==> src/rtl/token_actor_pkg.sv <==
// Shared types and helpers for the token source actor.
//   state_t    : actor FSM states
//   COUNT_ONE  : tokens carried per transfer
//   idx_width(): table index width for a given depth (never below 1 bit)
package token_actor_pkg;

  typedef enum logic [1:0] {
    KICK     = 2'd0,
    WAIT_RDY = 2'd1,
    SEND     = 2'd2,
    FINISHED = 2'd3
  } state_t;

  localparam logic [15:0] COUNT_ONE = 16'h0001;

  function automatic int unsigned idx_width(input int unsigned depth);
    return (depth <= 32'd1) ? 32'd1 : 32'($clog2(depth));
  endfunction

endpackage

==> src/rtl/token_source_actor_if.sv <==
// Token handshake bundle between a producer (master) and a consumer (slave).
//   src_RDY   : consumer can accept a token
//   src_ACK   : consumer has taken the offered token
//   src_SEND  : token offered
//   src_DATA  : token value, valid while src_SEND=1
//   src_COUNT : tokens per transfer
interface token_source_actor_if #(
  parameter int unsigned DATA_W = 8
);
  logic              src_RDY;
  logic              src_ACK;
  logic              src_SEND;
  logic [DATA_W-1:0] src_DATA;
  logic [15:0]       src_COUNT;

  modport master (
    input  src_RDY, src_ACK,
    output src_SEND, src_DATA, src_COUNT
  );

  modport slave (
    output src_RDY, src_ACK,
    input  src_SEND, src_DATA, src_COUNT
  );
endinterface

==> src/rtl/token_rom.sv <==
// Read-only token table, combinational read from the packed INIT constant.
//   addr : entry index (entry 0 lives in the INIT LSBs)
//   data : entry value, zero for addresses at or beyond DEPTH
module token_rom
  import token_actor_pkg::*;
#(
  parameter int unsigned               DATA_W = 8,
  parameter int unsigned               DEPTH  = 5,
  parameter logic [DEPTH*DATA_W-1:0]   INIT   = (DEPTH*DATA_W)'(40'h00_00_18_06_15)
) (
  input  logic [idx_width(DEPTH)-1:0] addr,
  output logic [DATA_W-1:0]           data
);

  // Guard covers non-power-of-two depths where addr can encode unused entries.
  assign data = (32'(addr) < DEPTH) ? INIT[32'(addr)*DATA_W +: DATA_W] : '0;

endmodule

==> src/rtl/token_source_actor.sv <==
// Token source actor: replays a constant table as tokens over a RDY/ACK
// handshake, one pass or looping.
//   CLK, RESET : clock, asynchronous active-high reset
//   src        : master side of the token handshake
//   sent_cnt   : tokens acknowledged since reset (wraps)
//   done       : final token of a non-looping pass acknowledged
module token_source_actor
  import token_actor_pkg::*;
#(
  parameter int unsigned             DATA_W = 8,
  parameter int unsigned             DEPTH  = 5,
  parameter int unsigned             LOOP   = 0,
  parameter logic [DEPTH*DATA_W-1:0] INIT   = (DEPTH*DATA_W)'(40'h00_00_18_06_15)
) (
  input  logic                 CLK,
  input  logic                 RESET,
  token_source_actor_if.master src,
  output logic [15:0]          sent_cnt,
  output logic                 done
);

  localparam int unsigned        IDX_W    = idx_width(DEPTH);
  localparam logic [IDX_W-1:0]   IDX_LAST = IDX_W'(DEPTH - 1);

  state_t              state, state_nxt;
  logic [IDX_W-1:0]    idx, idx_nxt;
  logic [DATA_W-1:0]   rom_data;
  logic [DATA_W-1:0]   data_q, data_nxt;
  logic                send_q, send_nxt;
  logic [15:0]         cnt_nxt;
  logic                done_nxt;
  logic                last_c;
  logic                take_c;

  token_rom #(
    .DATA_W (DATA_W),
    .DEPTH  (DEPTH),
    .INIT   (INIT)
  ) u_rom (
    .addr (idx),
    .data (rom_data)
  );

  assign last_c = (idx == IDX_LAST);
  // An ACK only counts while an offer is actually outstanding.
  assign take_c = (state == SEND) && src.src_ACK;

  // State register
  always_ff @(posedge CLK or posedge RESET) begin
    if (RESET) state <= KICK;
    else       state <= state_nxt;
  end

  // Next-state logic
  always_comb begin
    state_nxt = state;
    case (state)
      KICK:     state_nxt = WAIT_RDY;
      WAIT_RDY: if (src.src_RDY) state_nxt = SEND;
      SEND:     if (src.src_ACK) state_nxt = (last_c && (LOOP == 0)) ? FINISHED : WAIT_RDY;
      FINISHED: state_nxt = FINISHED;
      default:  state_nxt = KICK;
    endcase
  end

  // Output / datapath next values
  always_comb begin
    idx_nxt  = idx;
    data_nxt = data_q;
    cnt_nxt  = sent_cnt;
    if ((state == WAIT_RDY) && src.src_RDY) data_nxt = rom_data;
    if (take_c) begin
      cnt_nxt = sent_cnt + 16'd1;
      idx_nxt = last_c ? '0 : idx + IDX_W'(1);
    end
    send_nxt = (state_nxt == SEND);
    done_nxt = (state_nxt == FINISHED);
  end

  // Registered outputs and datapath
  always_ff @(posedge CLK or posedge RESET) begin
    if (RESET) begin
      idx      <= '0;
      data_q   <= '0;
      send_q   <= 1'b0;
      sent_cnt <= 16'd0;
      done     <= 1'b0;
    end else begin
      idx      <= idx_nxt;
      data_q   <= data_nxt;
      send_q   <= send_nxt;
      sent_cnt <= cnt_nxt;
      done     <= done_nxt;
    end
  end

  assign src.src_SEND  = send_q;
  assign src.src_DATA  = data_q;
  assign src.src_COUNT = COUNT_ONE;

endmodule
==> src/flat_wrapper.sv <==
// flat-port wrapper written by rule: the top's interface ports become plain ports
module token_source_actor_flat import token_actor_pkg::*;
#(
  parameter int unsigned             DATA_W = 8,
  parameter int unsigned             DEPTH  = 5,
  parameter int unsigned             LOOP   = 0,
  parameter logic [DEPTH*DATA_W-1:0] INIT   = (DEPTH*DATA_W)'(40'h00_00_18_06_15)
)
  (CLK, RESET, sent_cnt, done, src_src_RDY, src_src_ACK, src_src_SEND, src_src_DATA, src_src_COUNT);
  token_source_actor_if #(.DATA_W(DATA_W)) src_i ();
  input  logic CLK;
  input  logic RESET;
  output logic [15:0] sent_cnt;
  output logic done;
  input wire logic [$bits(src_i.src_RDY)-1:0] src_src_RDY;
  input wire logic [$bits(src_i.src_ACK)-1:0] src_src_ACK;
  output wire logic [$bits(src_i.src_SEND)-1:0] src_src_SEND;
  output wire logic [$bits(src_i.src_DATA)-1:0] src_src_DATA;
  output wire logic [$bits(src_i.src_COUNT)-1:0] src_src_COUNT;
  assign src_i.src_RDY = src_src_RDY;
  assign src_i.src_ACK = src_src_ACK;
  assign src_src_SEND = src_i.src_SEND;
  assign src_src_DATA = src_i.src_DATA;
  assign src_src_COUNT = src_i.src_COUNT;
  token_source_actor #(.DATA_W(DATA_W), .DEPTH(DEPTH), .LOOP(LOOP), .INIT(INIT)) u_core (.CLK(CLK), .RESET(RESET), .src(src_i), .sent_cnt(sent_cnt), .done(done));
endmodule
==> config.mk <==
export PLATFORM = sky130hd
export DESIGN_NAME = token_source_actor_flat
export DESIGN_NICKNAME = d
export VERILOG_FILES = /design/src/rtl/token_actor_pkg.sv /design/src/rtl/token_source_actor_if.sv /design/src/rtl/token_rom.sv /design/src/rtl/token_source_actor.sv /design/src/flat_wrapper.sv
export SDC_FILE = /design/constraint.sdc
export NUM_CORES = 1
export LEC_CHECK = 0
export CAP_MARGIN = 20
export CORE_MARGIN = 5
export CORE_UTILIZATION = 49
export CTS_CLUSTER_SIZE = 14
export DETAILED_ROUTE_END_ITERATION = 6
export GPL_TIMING_DRIVEN = 0
export PLACE_DENSITY = 0.84
export SLEW_MARGIN = 20
export SYNTH_ARGS = -nofsm -noshare
export SYNTH_HDL_FRONTEND = slang
export SYNTH_SLANG_ARGS = --single-unit
export TNS_END_PERCENT = 100
==> constraint.sdc <==
create_clock -name CLK -period 2.9 [get_ports CLK]
set_input_delay 0.29 -clock CLK [delete_from_list [all_inputs] [get_ports CLK]]
set_output_delay 0.29 -clock CLK [all_outputs]
set_load 0.05 [all_outputs]
==> results of run 1 <==
==> registers in the layout, summed over array words and instances (netlist names) <==
| name | flops |
|---|---|
| u_core.idx | 3 |
| u_core.state | 2 |
| u_core.sent_cnt | 16 |
| u_core.done | 1 |
| u_core.src.src_SEND | 1 |
| u_core.src.src_DATA | 5 |
==> Yosys cell counts <==
cell and count:
xor2_1 4, nand2b_1 3, a21oi_1 1, or2_2 1, nand4_1 5, nand3_1 6
a31oi_1 1, inv_1 6, nand3b_4 1, and4_1 2, ha_1 5, dfrtp_1 28
xnor2_1 11, o21ai_0 8, nand2_1 15, nand3b_1 1, buf_4 19, clkbuf_1 2
o31ai_1 2, nor4_4 1, and4b_2 1, nor2b_1 1, nor2_1 6, and2_1 1
conb_1 2, and3_2 1, and3_1 1
==> path summary, 6_finish.rpt <==
path | to | slack [ns] | cells after the start | startpoint
max | sent_cnt[3] | 0.96 | 1 | u_core.sent_cnt[3]
min | u_core.sent_cnt[11] | 0.32 | 2 | RESET
max reg2reg | u_core.sent_cnt[14] | 1.46 | 5 | u_core.sent_cnt[0]
min reg2reg | u_core.sent_cnt[15] | 0.49 | 1 | u_core.sent_cnt[15]
max in group asynchronous | u_core.idx[1] | 2.20 | 2 | RESET
min in group CLK | u_core.sent_cnt[15] | 0.49 | 1 | u_core.sent_cnt[15]
==> kinds of logic after synthesis <==
logic type,Yosys count,synth area share (%)
AO/OA/AOI/OAI,12,4.70
XOR/XNOR,15,9.32
adder cells (fa/ha/maj),5,4.44
buffers and inverters,27,12.2
flip-flops,28,49.7
other,2,0.533
AND/OR/NAND/NOR,46,19.1
==> power breakdown <==
part           leakage, nW  internal, mW  switching [mW]
clock               0.0279         0.140           0.111
sequential           0.359         0.473          0.0800
combinational        0.489         0.196           0.386
total                0.875         0.809           0.578
==> layout make-up <==
cell class	instances	area, um2
Timing Repair Buffer	26	260
Tap cell	31	38.8
Buffer	21	150
Clock buffer	3	22.5
Multi-Input combinational cell	97	601
Sequential cell	28	701
Clock inverter	1	30.0
Fill cell	243	932
Inverter	6	22.5
==> through the flow <==
step	hold slack (ns)	instances	cell area [um2]
3_3_place_gp	0.462	209	1770
5_1_grt	0.381	213	1830
6_report	0.315	213	1830
3_5_place_dp	0.473	209	1770
2_1_floorplan	0.355	152	1470
4_1_cts	0.502	213	1830
==> cells in the final DEF (no fill, tap or decap) <==
cell type	Yosys	routed
and3_2	1	1
clkdlybuf4s50_1	0	26
inv_2	0	1
or2_2	1	1
xnor2_1	11	11
conb_1	2	19
dfrtp_1	28	28
inv_1	6	5
o31ai_1	2	2
clkbuf_4	0	3
nand4_1	5	5
xor2_1	4	4
buf_4	19	19
nand3b_1	1	1
a21oi_1	1	1
nor2_1	6	6
nand2b_1	3	3
nand3b_4	1	1
nor2b_1	1	1
nand2_1	15	15
bufinv_16	0	1
and4b_2	1	1
ha_1	5	5
nor4_4	1	1
and2_1	1	1
nand3_1	6	6
and4_1	2	2
o21ai_0	8	8
clkbuf_1	2	2
a31oi_1	1	1
and3_1	1	1
==> layer usage <==
metal | up-vias | share of wire, %
met2 | 27 | 52
li1 | 503 | -
met5 | - | 0
met3 | 2 | 6.3
met4 | 0 | 0.95
met1 | 471 | 41
==> flow_summary.toml, run 1 <==
[cts]
numCtsBuffers = 3
cts_root_buf = "clkbuf_4"
cts_max_path_buffers = 2
cts.clk_slew.worst_paths_ns = 0.15
cts_hold_buf = 0
cts_tree = "built"
cts_resized = 0
clock-sinks = 28
post-cts-setup-buffers = 0
clkLatencyLatePin_ns = 0.33
h-tree-depth = 1

[power_and_ir_drop]
leakage_nw = 0.875
finalPower_mw = 1.39
ir_drop_uv = 546
powerDensity_mw_per_mm2 = 760

[route]
drt_iter0_markers = 40
drtAntennaViolNets = 0
drt_pass1_iterations = 2
detail_route.wl_per_cell_um = 11.9
dr_total_vias = 1003
via_per_inst = 4.71
drc = 0
wirelength_um = 2530

[placed_design]
place_congestion = 0.773
portBuffers = 26
place_ws_ns = 1.07
dp.final_hpwl_um = 2060

[timing]
rsz0062_at_grt = "false"
hold_violations = 0
finalCritPeriodShare_pct = 66.9
slew_viol_final = 0
fin_crit_ns = 1.94
setup_viol = 0
max-slew-margin-rel_pct = 62.4
worstMarginPinSlew_ns = 0.564
setup_ws_ns = 0.960
skew_ns = 0.0133
setup_tns_ns = 0
clock.fmax_mhz = 516

[yosys]
synth_cell_types = 27
yosys_warnings = 0
synth.cell_area_mm2 = 0.00141
synth_top_area_cell = "dfrtp_1"
yosysSeqAreaShare_pct = 49.7
synth_top_area_share_pct = 49.7
syn_avg_cell_area_um2 = 10.4
synthCells = 135
ys_top_cells_by_area = "dfrtp_1 50%, buf_4 10%, xnor2_1 6.8%"
ys_ff_latch = 28

[flow_run]
cap_violations = 0

[worst_setup_path]
cp_data_required_time_ns = 2.61
crit_slowest_cell = "clkdlybuf4s50_1"
start_kind = "register"
max_stage_delay_ns = 0.85
path_cells = "clkdlybuf4s50_1"
cp_top_family = "buffers and inverters"
criticalPathCategory = "reg2out"
crit_buf_inv = 1
critPathCaptureType = "primary output"
crit_fanout = 7
critPathArrivalTime_ns = 1.65

[die]
core_area_mm2 = 0.00276
num_rows = 19
initial_utilization_pct = 51.1
dieWidth_um = 63.6
ios = 46
die_h_um = 63.6
dieArea_mm2 = 0.00405

[global_route]
grt_pass1_vias = 992
track_usage_pct = 13.4
antenna_found_initial = 0
grt_pass1_wl_um = 4500
top_usage_layer = "met2"
use_met3_pct = 3.37
grtUsageMet1_pct = 16.6
grt_remaining_overflow = 0
grt_use_met2_pct = 23.2
grt_max_degree = 29

[hold_path]
hold_class = "in2async"

[final_layout]
area_delta_synth_final_pct = 29.5
fin_util_pct = 66.2
drive_gt1_share_pct = 15.9
diodes = 0
final_nets = 192

[run_status]
status = "finished clean"
Power figures use the tool's default switching activity.
==> run 2, diff against run 1 <==
--- a/config.mk
+++ b/config.mk
@@ -7,11 +7,11 @@
 export LEC_CHECK = 0
 export CAP_MARGIN = 20
 export CORE_MARGIN = 5
-export CORE_UTILIZATION = 49
+export CORE_UTILIZATION = 45
 export CTS_CLUSTER_SIZE = 14
 export DETAILED_ROUTE_END_ITERATION = 6
 export GPL_TIMING_DRIVEN = 0
-export PLACE_DENSITY = 0.84
+export PLACE_DENSITY = 0.78
 export SLEW_MARGIN = 20
 export SYNTH_ARGS = -nofsm -noshare
 export SYNTH_HDL_FRONTEND = slang
==> constraint.sdc (replaced) <==
create_clock -name CLK -period 2 [get_ports CLK]
set_input_delay 0.2 -clock CLK [delete_from_list [all_inputs] [get_ports CLK]]
set_output_delay 0.2 -clock CLK [all_outputs]
set_load 0.05 [all_outputs]
==> run 2 against run 1 <==
Clock power rose by 51%. Final cell count up 6.1%. Flip-flop and latch count stayed put. Final area is 0.89% higher. First-iteration DRC count is 35% lower. Worst setup slack worse by 0.83 ns. Critical endpoint unchanged.
==> flow_summary.toml, run 2 (synthesis results as in run 1) <==
[run_status]
status = "finished clean"

[final_layout]
fillers = 253
area_delta_synth_final_pct = 30.6
layout_common_cells = "28 x dfrtp_1, 26 x clkdlybuf4s50_1, 19 x buf_4, 19 x conb_1, 15 x nand2_1"
top_register = "u_core.sent_cnt"
final_common_cell = "dfrtp_1"
largest_reg_flops = 16
drive_gt1_share_pct = 15.9
final_nets = 192
diodes = 0

[timing]
fin_crit_ns = 1.87
worstMarginPinSlew_ns = 0.568
clock.fmax_mhz = 535
finalCritPeriodShare_pct = 93.4
max-slew-margin-rel_pct = 62.0
setup_tns_ns = 0
skew_ns = 0.00947
rsz0062_at_grt = "false"
setup_viol = 0
slew_viol_final = 0
hold_violations = 0
hold_slack_ns = 0.216

[worst_setup_path]
cp_data_required_time_ns = 1.80
max_stage_delay_ns = 0.85
critPathArrivalTime_ns = 1.67
cp_top_family = "buffers and inverters"
crit_fanout = 7
criticalPathCategory = "reg2out"
critPathCaptureType = "primary output"
path_cells = "clkdlybuf4s50_1"
start_kind = "register"
crit_buf_inv = 1
crit_slowest_cell = "clkdlybuf4s50_1"

[route]
drt_pass1_iterations = 4
drtAntennaViolNets = 0
drt_iter0_markers = 26
detail_route.wl_per_cell_um = 11.9
via_per_inst = 4.43
wirelength_um = 2680
drc = 0
dr_total_vias = 1001

[die]
die_h_um = 66.0
initial_utilization_pct = 46.6
dieWidth_um = 66.0
ios = 46
core_area_mm2 = 0.00303
num_rows = 20
dieArea_mm2 = 0.00435

[power_and_ir_drop]
powerDensity_mw_per_mm2 = 1100
leakage_nw = 0.875
p_int_mw = 1.17
swShare_pct = 42.0
power_frac_comb_pct = 41.6
ir_drop_uv = 526
p_clk_share_pct = 18.7
pwr-share-seq_pct = 39.8
p_sw_mw = 0.850

[cts]
h-tree-depth = 1
clock-sinks = 28
cts_root_buf = "clkbuf_4"
cts_resized = 0
post-cts-setup-buffers = 0
cts.clk_slew.worst_paths_ns = 0.16
cts_tree = "built"
numCtsBuffers = 3
cts_max_path_buffers = 2
clkLatencyLatePin_ns = 0.34
cts_hold_buf = 0

[hold_path]
hold_class = "in2async"

[global_route]
grt_pass1_wl_um = 4600
grt_pass1_vias = 1048
grt_max_degree = 29
grt_remaining_overflow = 0
antenna_found_initial = 0
track_usage_pct = 13.6

[flow_run]
cap_violations = 0

[placed_design]
portBuffers = 26
dp.final_hpwl_um = 2030
place_congestion = 0.758
## run 2: cell counts in the layout (fill, tap and decap cells not counted)
No cell type changed its count.
## run 2: layout make-up
| cell class | instances | area, um2 | area share (%) |
|---|---|---|---|
| Buffer | 21 | 150 | 8.15 |
| Sequential cell | 28 | 701 | 38.0 |
| Clock inverter | 1 | 30.0 | 1.63 |
| Tap cell | 44 | 55.1 | 2.99 |
| Timing Repair Buffer | 26 | 260 | 14.1 |
| Inverter | 6 | 22.5 | 1.22 |
| Clock buffer | 3 | 22.5 | 1.22 |
| Multi-Input combinational cell | 97 | 601 | 32.6 |
## run 2: metrics by stage
| step | total power [mW] | instance area [um2] | cells | util, % | setup slack, ns |
|---|---|---|---|---|---|
| finish | 2.02 | 1840 | 226 | 60.8 | 0.131 |
| global route | 2.14 | 1840 | 226 | 60.8 | 0.0449 |
| CTS | 2.03 | 1840 | 226 | 60.8 | 0.125 |
| detailed placement | 1.66 | 1790 | 222 | 59.1 | 0.277 |
| global placement | 1.63 | 1790 | 222 | 59.1 | 0.288 |
| floorplan | 1.41 | 1470 | 152 | - | 0.322 |
## run 2: path summary, 6_finish.rpt
kind | end | depth (start not counted) | slack [ns] | start
setup / recovery | sent_cnt[3] | 1 | 0.13 | u_core.sent_cnt[3]
min in group CLK | u_core.sent_cnt[15] | 1 | 0.48 | u_core.sent_cnt[15]
setup reg to reg | u_core.sent_cnt[10] | 5 | 0.53 | u_core.sent_cnt[0]
hold / removal | u_core.sent_cnt[11] | 2 | 0.22 | RESET
hold reg to reg | u_core.sent_cnt[15] | 1 | 0.48 | u_core.sent_cnt[15]
max in group asynchronous | u_core.state[0] | 2 | 1.41 | RESET
## run 2: layer usage
layer	up-vias	wire length [um]	track usage, %
met5	-	0	0
met2	25	1370	24.0
met1	461	1150	15.1
met4	0	61	8.12
met3	5	107	2.55
li1	510	-	-
## run 2: power by group through the flow
| stage | combinational (mW) | sequential, mW | clock, mW |
|---|---|---|---|
| final | 0.842 | 0.805 | 0.378 |
| after global routing | 0.897 | 0.829 | 0.411 |
| after CTS | 0.847 | 0.806 | 0.378 |
| after detailed placement | 0.841 | 0.818 | 0 |
| after global placement | 0.823 | 0.805 | 0 |
| after floorplan | 0.357 | 1.06 | 0 |
==> run 3, diff against run 2 <==
--- a/config.mk
+++ b/config.mk
@@ -16,4 +16,3 @@
 export SYNTH_ARGS = -nofsm -noshare
 export SYNTH_HDL_FRONTEND = slang
 export SYNTH_SLANG_ARGS = --single-unit
-export TNS_END_PERCENT = 100
==> results of run 3 <==
Same layout as run 2: the final DEF is identical, and so are final timing and power.
